File: src/rtl/alu_arbiter.sv
// Round-robin arbiter sharing one WIDTH-bit ALU between two valid/ready requesters.
// The result is held in a response register until its owner consumes it.
`timescale 1ns/1ps
module alu_arbiter #(
    parameter int WIDTH   = 32,
    parameter int COUNT_W = 16
) (
    input  logic               clk,
    input  logic               resetn,
    input  logic               req0_valid,
    output logic               req0_ready,
    input  logic [2:0]         req0_op,
    input  logic [WIDTH-1:0]   req0_src1,
    input  logic [WIDTH-1:0]   req0_src2,
    input  logic               req1_valid,
    output logic               req1_ready,
    input  logic [2:0]         req1_op,
    input  logic [WIDTH-1:0]   req1_src1,
    input  logic [WIDTH-1:0]   req1_src2,
    output logic               rsp0_valid,
    input  logic               rsp0_ready,
    output logic               rsp1_valid,
    input  logic               rsp1_ready,
    output logic [WIDTH-1:0]   rsp_result,
    output logic               rsp_zero,
    output logic               rsp_carry,
    output logic [COUNT_W-1:0] ops_count
);

    typedef enum logic {
        IDLE = 1'b0,
        RESP = 1'b1
    } state_t;

    state_t             r_state;
    logic               r_last_grant;
    logic               r_rsp0_valid;
    logic               r_rsp1_valid;
    logic [WIDTH-1:0]   r_result;
    logic               r_zero;
    logic               r_carry;
    logic [COUNT_W-1:0] r_count;

    logic               w_grant0;
    logic               w_grant1;
    logic [2:0]         w_op;
    logic [WIDTH-1:0]   w_a;
    logic [WIDTH-1:0]   w_b;
    logic [WIDTH:0]     w_sum;
    logic [WIDTH-1:0]   w_alu_result;
    logic               w_alu_carry;
    logic               w_consume;

    // Under contention the requester that did not win last time is granted.
    assign w_grant0 = (r_state == IDLE) && req0_valid && (!req1_valid || r_last_grant);
    assign w_grant1 = (r_state == IDLE) && req1_valid && (!req0_valid || !r_last_grant);

    assign w_op  = w_grant1 ? req1_op   : req0_op;
    assign w_a   = w_grant1 ? req1_src1 : req0_src1;
    assign w_b   = w_grant1 ? req1_src2 : req0_src2;
    assign w_sum = {1'b0, w_a} + {1'b0, w_b};

    // NOTE: every output of a combinational block gets a default first, so no
    // path through the case statement leaves a value unassigned (no latch).
    always_comb begin
        w_alu_result = '0;
        w_alu_carry  = 1'b0;
        unique case (w_op)
            3'b000:  w_alu_result = w_a & w_b;
            3'b001:  w_alu_result = w_a | w_b;
            3'b010: begin
                w_alu_result = w_sum[WIDTH-1:0];
                w_alu_carry  = w_sum[WIDTH];
            end
            3'b110:  w_alu_result = w_a - w_b;
            3'b111:  w_alu_result = {{(WIDTH-1){1'b0}}, (w_a < w_b)};
            default: w_alu_result = '0;
        endcase
    end

    assign w_consume = (r_rsp0_valid && rsp0_ready) || (r_rsp1_valid && rsp1_ready);

    // NOTE: state registers use non-blocking assignments so every flop samples
    // the pre-edge values regardless of statement order.
    always_ff @(posedge clk or negedge resetn) begin
        if (!resetn) begin
            r_state      <= IDLE;
            r_last_grant <= 1'b1;
            r_rsp0_valid <= 1'b0;
            r_rsp1_valid <= 1'b0;
            r_result     <= '0;
            r_zero       <= 1'b0;
            r_carry      <= 1'b0;
            r_count      <= '0;
        end else begin
            unique case (r_state)
                IDLE: begin
                    if (w_grant0 || w_grant1) begin
                        r_result     <= w_alu_result;
                        r_zero       <= (w_alu_result == '0);
                        r_carry      <= w_alu_carry;
                        r_rsp0_valid <= w_grant0;
                        r_rsp1_valid <= w_grant1;
                        r_last_grant <= w_grant1;
                        r_state      <= RESP;
                    end
                end
                RESP: begin
                    if (w_consume) begin
                        r_rsp0_valid <= 1'b0;
                        r_rsp1_valid <= 1'b0;
                        r_count      <= r_count + 1'b1;
                        r_state      <= IDLE;
                    end
                end
                default: r_state <= IDLE;
            endcase
        end
    end

    assign req0_ready = w_grant0;
    assign req1_ready = w_grant1;
    assign rsp0_valid = r_rsp0_valid;
    assign rsp1_valid = r_rsp1_valid;
    assign rsp_result = r_result;
    assign rsp_zero   = r_zero;
    assign rsp_carry  = r_carry;
    assign ops_count  = r_count;

endmodule

File: config.mk
export PLATFORM = sky130hd
export DESIGN_NAME = alu_arbiter
export DESIGN_NICKNAME = d
export VERILOG_FILES = /design/src/rtl/alu_arbiter.sv
export SDC_FILE = /design/constraint.sdc
export NUM_CORES = 1
export LEC_CHECK = 0
export CORE_UTILIZATION = 49
export DETAILED_ROUTE_END_ITERATION = 12
export PLACE_DENSITY = 0.83
export SLEW_MARGIN = 20
export SYNTH_ARGS = -nofsm -noshare
export SYNTH_HDL_FRONTEND = slang
export SYNTH_SLANG_ARGS = --single-unit
File: constraint.sdc
create_clock -name clk -period 13.5 [get_ports clk]
set_input_delay 2.7 -clock clk [delete_from_list [all_inputs] [get_ports clk]]
set_output_delay 2.7 -clock clk [all_outputs]
set_load 0.01 [all_outputs]
==> results.tsv, run 1 <==
stage	metric	value	unit
clock_tree	CTS Sinks	54	
logic_synthesis	Syn Nets	1485	
detailed_routing	drt first-iter violations	958	
cells_and_area	ant diodes	0	
outcome	status	finished clean	
floorplanning	Vert. Die Dim	133	um
clock_tree	CTS clock-pin slew for the worst setup and hold paths	0.08	ns
setup_path	CP cell instances	clkdlybuf4s50_1 > nor2b_1 > nand2_4 > inv_2 > buf_4 > nand2_1 > nand2_1 > ha_1 > fa_1 > o21bai_1 > a21oi_1 > xor2_1 > o22ai_1 > a211oi_1 > nor4b_1 > nand4_1 > or4_1 > nor4_1 > nand4_1 > o41ai_2	
sta	Worst Max-Slew Pin Slew	0.972	ns
sta	final-report hold violation count	0	
placement	hpwl dp	24700	um
global_routing	Remaining Overflow, GRT	0	
floorplanning	Row Count	47	
setup_path	Worst path max stage delay	0.62	ns
detailed_routing	per-cell routed wire length	19.1	um
logic_synthesis	Post-synth ARST share	1.00	
min_path	Hold Crit Class	flop to flop	
detailed_routing	final wirelength	30900	um
cells_and_area	nets@finish	1645	
cells_and_area	final instance area	10700	sq um
setup_path	critical path's top delay family	simple AND/OR/NAND/NOR gates	
placement	gpl congestion	1.03	
power_and_ir_drop	pwr/cell area	176	nW/um^2
setup_path	startpoint types	input port	
clock_tree	CTS Buf Count	5	
detailed_routing	DR DRC count	0	
floorplanning	Core Area	16700	sq um
global_routing	vias in the first global route	9186	
sta	clk_skew	0.00391	ns
cells_and_area	Area Overhead vs Synth	26.6	%
placement	buffers added on ports	193	
sta	period utilization	0.664	
sta	Max Clk Rate	0.112	GHz
detailed_routing	First-pass DRT Iterations	6	
cells_and_area	Register Area	1350	sq um
floorplanning	io pins	194	
global_routing	largest net degree at the start of global routing	55	
floorplanning	Die W	133	um
cells_and_area	Multi-input gate area	6510	sq um
cells_and_area	Layout fillers	1567	
global_routing	Total GRT Usage	0.351	
power_and_ir_drop	VDD IR-drop max	0.0949	mV
logic_synthesis	Post-synth EDFFs	0	
logic_synthesis	Synth Warn #	0	
detailed_routing	Antenna Nets Post-Route	0	
clock_tree	Bufs on Longest Clock Path	2	
logic_synthesis	Yosys cell types	81	
placement	Post-Place Cell Area	10600	sq um
logic_synthesis	Synth Instances	1238	
logic_synthesis	ys flop type	dfrtp_1	
floorplanning	die area	17800	sq um
sta	Worst slew margin	0.350	
logic_synthesis	Synth Cell Area	8460	sq um
clock_tree	clk_lat worst skew	0.30	ns
logic_synthesis	flops & latches, synth	54	
cells_and_area	layout cells sized above 1	0.0443	
detailed_routing	vias per inst	6.06	
setup_path	worst path required time	13.70	ns
clock_tree	root buf cell	clkbuf_16	
global_routing	first-pass GRT wire length	49700	um
logic_synthesis	syn_area_per_cell	6.84	sq um
clock_tree	# resized after CTS	0	
power_and_ir_drop	leakage dissipation	4.97	nW
floorplanning	Starting Density	0.507	
setup_path	CP max-delay cell	nor2b_1	
clock_tree	post-CTS setup buffer count	0	
clock_tree	H-tree Lvls	2	
sta	unrepaired setup endpoints after global routing	false	
setup_path	CP bufs+invs	3	
sta	Final setup violation count	0	
sta	Fin Setup TNS	0	ns
setup_path	critical path class	input port to flop	
detailed_routing	via count	9814	
logic_synthesis	sequential fraction of the synthesis area	0.160	
clock_tree	hold buffers post-CTS	0	
job	MaxCap Viol Count	0	
clock_tree	CTS tree	done	
setup_path	WP data arrival	9.17	ns
sta	pins over their slew limit	0	
sta	fin crit period	8.96	ns
setup_path	CP Capture Type	flop	
global_routing	initial antenna violation count	0	
setup_path	Crit Path Max Fanout	35	
[sequential cells by signal (all words and copies together), names as in the netlist]
| name | flops |
|---|---|
| rsp_zero | 1 |
| r_state | 1 |
| rsp0_valid | 1 |
| r_last_grant | 1 |
| ops_count | 16 |
| rsp1_valid | 1 |
| rsp_result | 32 |
| rsp_carry | 1 |
[worst register-to-register path: cells and delay by family (launching register included)]
family	cells	cell delay (ns)
simple gates	9	2.87
compound gates	5	1.29
buf+inv	2	1.03
fa+ha+maj	2	0.47
flops	1	0.45
xor+xnor	1	0.19
[per-stage QoR]
step                setup WS [ns]  std cells  hold slack, ns  utilization  total power, mW
finish                       4.54       1619           0.480        0.641             1.88
global route                 3.99       1619           0.508        0.641             2.02
CTS                          4.62       1619           0.480        0.641             1.85
detailed placement           4.33       1611           0.468        0.632             1.70
global placement             4.48       1611           0.461        0.632             1.69
floorplan                    6.24       1238           0.488            -             1.22
[final timing paths]
| check | startpoint | to | slack [ns] | cells past startpoint |
|---|---|---|---|---|
| min in group asynchronous | resetn | rsp_result[1] | 2.52 | 2 |
| worst max register to register | r_state | rsp_zero | 7.09 | 19 |
| max in group asynchronous | resetn | rsp_result[24] | 10.51 | 2 |
| worst min register to register | rsp_result[4] | rsp_result[4] | 0.48 | 2 |
| worst min-delay path | rsp_result[4] | rsp_result[4] | 0.48 | 2 |
| worst max-delay path | req1_valid | rsp_zero | 4.54 | 20 |
[cell type report]
class | count | area share
well taps | 220 | 0.0257
multi-input cells | 1023 | 0.608
clock buffers | 5 | 0.0117
flip-flops and latches | 54 | 0.126
clock inverters | 3 | 0.00269
repair buffers | 204 | 0.188
inverters | 110 | 0.0385
[placed cells by master, fill, tap and decap left out, types with 11 or more instances in the layout]
cell type and n:
nor4_1 14, nand3_1 23, xnor2_1 26, o211ai_1 25
nor3_1 24, o31ai_1 13, o21ai_0 66, ha_1 105
clkdlybuf4s50_1 192, a21oi_1 88, mux2i_1 14, nand4_1 16
a211oi_1 20, o22ai_1 13, mux2_2 12, nor2b_1 11
buf_4 11, dfrtp_1 53, nor2_1 93, o21bai_1 18
nand2_1 274, inv_1 109
[cell usage after synthesis (4+ instances only)]
cell type	number	share of area
nand2_1	275	0.12
inv_1	109	0.048
ha_1	105	0.16
nor2_1	94	0.042
a21oi_1	88	0.052
o21ai_0	66	0.039
dfrtp_1	53	0.16
clkbuf_1	33	0.015
xnor2_1	26	0.027
o211ai_1	25	0.022
nor3_1	24	0.014
nand3_1	23	0.014
a211oi_1	20	0.018
o21bai_1	18	0.016
nand4_1	16	0.012
mux2i_1	15	0.018
nor4_1	14	0.010
o22ai_1	13	0.0096
o31ai_1	13	0.012
buf_1	12	0.0053
mux2_2	12	0.016
nor2b_1	11	0.0081
nand2b_1	10	0.0074
xor2_1	10	0.010
o21a_1	9	0.0080
a21o_1	8	0.0071
or3_1	8	0.0059
a22oi_1	7	0.0062
a31oi_1	7	0.0052
and3_1	7	0.0052
o221ai_1	7	0.0072
or2_2	7	0.0052
a221o_1	5	0.0059
a31o_2	5	0.0052
buf_2	5	0.0030
a2111oi_0	4	0.0041
and2_1	4	0.0030
o211a_1	4	0.0047
o41ai_1	4	0.0041
[routing by layer]
| layer | track usage | up-vias | wire [um] |
|---|---|---|---|
| li1 | - | 4650 | - |
| met1 | 0.486 | 4500 | 13300 |
| met2 | 0.556 | 586 | 13500 |
| met3 | 0.0594 | 78 | 3250 |
| met4 | 0.103 | 0 | 830 |
| met5 | 0 | - | 0 |
[report_power, final]
| part | total (mW) | switching, mW | internal (mW) |
|---|---|---|---|
| registers | 0.267 | 0.0451 | 0.222 |
| logic | 1.48 | 0.912 | 0.569 |
| clock network | 0.137 | 0.0657 | 0.0709 |
[cells by family after synthesis]
logic type	count (synthesis)	share of synthesized area
compound gates	345	0.273
xor+xnor	36	0.0373
fa+ha+maj	108	0.161
buf+inv	161	0.0726
flops	54	0.160
mux	27	0.0337
simple gates	507	0.262
(Power assumes the default switching activity.)
==> inputs of run 2 (changes only) <==
Clock period 13.5 ns to 8.4 ns, I/O delays scaled along.
==> run 2 against run 1 <==
Effect of this change: clock skew increased by 0.0027 ns; clock power increased by 77%; sequential cell count unchanged; global-route usage decreased by 1.2 points; register-to-register slack got worse by 4.7 ns; clock-buffer cell count unchanged; critical path type unchanged; largest cell class unchanged; largest power group unchanged.
==> results.tsv, run 2 (synthesized netlist as in run 1, its figures left out) <==
stage	metric	value	unit	change
cells_and_area	nets@finish	1648		was 1645
min_path	Hold Crit Start	ops_count[15]		was rsp_result[4]
floorplanning	Core Area	16700	sq um	unchanged
global_routing	largest net degree at the start of global routing	55		unchanged
min_path	Worst Hold Depth	1		was 2
sta	final-report hold violation count	0		unchanged
placement	gpl congestion	1.02		was 1.03
global_routing	initial antenna violation count	0		unchanged
clock_tree	root buf cell	clkbuf_16		unchanged
setup_path	worst path required time	8.59	ns	was 13.70 ns
setup_path	startpoint types	input port		unchanged
global_routing	vias in the first global route	9077		was 9186
setup_path	reg-to-reg endpoint	rsp_zero		unchanged
min_path	WHS Endpoint	ops_count[15]		was rsp_result[4]
floorplanning	die area	17800	sq um	unchanged
power_and_ir_drop	NetSw	1.62	mW	was 1.02 mW
clock_tree	hold buffers post-CTS	0		unchanged
cells_and_area	ant diodes	0		unchanged
sta	Final setup violation count	0		unchanged
global_routing	first-pass GRT wire length	48100	um	was 49700 um
setup_path	CP Capture Type	flop		unchanged
power_and_ir_drop	Seq pwr share	0.140		was 0.141
outcome	status	finished clean		unchanged
detailed_routing	final wirelength	30000	um	was 30900 um
cells_and_area	Layout Utilization	0.644		was 0.641
clock_tree	# resized after CTS	0		unchanged
setup_path	CP bufs+invs	3		unchanged
placement	buffers added on ports	193		unchanged
floorplanning	Vert. Die Dim	133	um	unchanged
placement	hpwl dp	24200	um	was 24700 um
floorplanning	Row Count	47		unchanged
power_and_ir_drop	Sw Ratio	0.533		was 0.543
clock_tree	CTS Buf Count	5		unchanged
global_routing	Remaining Overflow, GRT	0		unchanged
setup_path	start point of the critical path	req1_valid		unchanged
clock_tree	CTS Sinks	54		unchanged
power_and_ir_drop	Clock Power Share	0.080		was 0.073
setup_path	CP cell instances	clkdlybuf4s50_1 > nor2b_1 > nand2_4 > buf_4 > mux2i_1 > inv_1 > fa_1 > a211oi_1 > o21ai_0 > nor2b_1 > nor2_1 > xnor2_1 > a221oi_1 > nand4_1 > or4_1 > nor4_1 > nand4_1 > o41ai_2		was clkdlybuf4s50_1 > nor2b_1 > nand2_4 > inv_2 > buf_4 > nand2_1 > nand2_1 > ha_1 > fa_1 > o21bai_1 > a21oi_1 > xor2_1 > o22ai_1 > a211oi_1 > nor4b_1 > nand4_1 > or4_1 > nor4_1 > nand4_1 > o41ai_2
clock_tree	CTS clock-pin slew for the worst setup and hold paths	0.07	ns	was 0.08 ns
job	MaxCap Viol Count	0		unchanged
detailed_routing	vias per inst	5.93		was 6.06
cells_and_area	most common cell after layout, fill and taps aside	nand2_1		unchanged
power_and_ir_drop	Gate power share	0.780		was 0.786
clock_tree	CTS tree	done		unchanged
cells_and_area	max reg flops	32		unchanged
global_routing	Total GRT Usage	0.339		was 0.351
detailed_routing	via count	9626		was 9814
setup_path	R2R depth	17		was 19
clock_tree	Bufs on Longest Clock Path	2		unchanged
detailed_routing	First-pass DRT Iterations	6		unchanged
detailed_routing	Antenna Nets Post-Route	0		unchanged
sta	unrepaired setup endpoints after global routing	false		unchanged
sta	hold_ws	0.481	ns	was 0.480 ns
cells_and_area	Area Overhead vs Synth	27.1	%	was 26.6%
detailed_routing	DR DRC count	0		unchanged
clock_tree	post-CTS setup buffer count	0		unchanged
sta	period utilization	0.895		
cells_and_area	commonest non-fill, non-tap cells in the layout	nand2_1, clkdlybuf4s50_1, inv_1		unchanged
sta	fin crit period	7.52	ns	
power_and_ir_drop	Int Pwr	1.42	mW	was 862 uW
detailed_routing	drt first-iter violations	920		was 958
setup_path	R2R Path Start	r_state		unchanged
setup_path	CP max-delay cell	nor2b_1		unchanged
sta	Fin Setup TNS	0	ns	unchanged
sta	Worst slew margin	0.387		was 0.350
setup_path	number of stages on the worst setup path	18		was 20
power_and_ir_drop	leakage dissipation	4.99	nW	was 4.97 nW
power_and_ir_drop	VDD IR-drop max	0.215	mV	was 0.0949 mV
cells_and_area	layout cells sized above 1	0.0456		was 0.0443
sta	Max Clk Rate	0.133	GHz	
setup_path	critical path's top delay family	simple AND/OR/NAND/NOR gates		unchanged
detailed_routing	per-cell routed wire length	18.5	um	was 19.1 um
floorplanning	Starting Density	0.507		unchanged
setup_path	WP data arrival	7.71	ns	was 9.17 ns
power_and_ir_drop	Final Power	3.03	mW	was 1.88 mW
setup_path	R2R Setup Slk	2.42	ns	was 7.09 ns
setup_path	Worst path max stage delay	0.62	ns	about the same
min_path	Hold Crit Class	flop to flop		unchanged
power_and_ir_drop	pwr/cell area	282	nW/um^2	was 176 nW/um^2
sta	clk_skew	0.00664	ns	was 0.00391 ns
sta	Worst Max-Slew Pin Slew	0.918	ns	was 0.972 ns
clock_tree	clk_lat worst skew	0.30	ns	about the same
floorplanning	io pins	194		unchanged
clock_tree	H-tree Lvls	2		unchanged
setup_path	Crit Path Max Fanout	45		was 35
floorplanning	Die W	133	um	unchanged
setup_path	critical path class	input port to flop		unchanged
sta	pins over their slew limit	0		unchanged
-- run 2: cell count changes in the layout (fill, tap and decap cells not counted), sizes merged --
cell      change
buf           +3
clkinv        -2
bufinv        +1
clkinvlp      +1
-- run 2: routing by layer --
layer | up-vias | GRT usage | routed length, um
met2 | 457 | 0.552 | 13500
met3 | 52 | 0.0445 | 2570
met4 | 0 | 0.108 | 767
met1 | 4447 | 0.463 | 13100
met5 | - | 0 | 0
li1 | 4670 | - | -
-- run 2: how the worst max path moves through the flow --
stage | to | slack [ns]
CTS | rsp_zero | 1.04
finish | rsp_zero | 0.88
global route | rsp_zero | 0.59
global placement | rsp_zero | 0.99
detailed placement | rsp_zero | 0.80
floorplan | rsp_zero | 2.16
-- run 2: final cells by class --
type,instances,area (sq um)
timing repair buffer,207,2030
clock inverter,3,48.8
multi-input combinational,1023,6510
sequential,54,1350
clock buffer,5,125
inverter,110,413
tap,220,275
fill,1569,5950
-- run 2: metrics by stage --
stage	area, sq um	std cells	setup slack, ns
after global routing	10800	1622	0.593
final	10800	1622	0.882
after CTS	10800	1622	1.04
after detailed placement	10600	1614	0.804
after floorplan	8460	1238	2.16
after global placement	10600	1614	0.991
-- run 2: power groups by stage --
stage | logic, mW | clock network (mW) | registers [mW]
2_1_floorplan | 1.51 | 0 | 0.457
3_3_place_gp | 2.28 | 0 | 0.422
3_5_place_dp | 2.30 | 0 | 0.429
4_1_cts | 2.32 | 0.245 | 0.425
5_1_grt | 2.58 | 0.254 | 0.436
6_report | 2.37 | 0.242 | 0.425
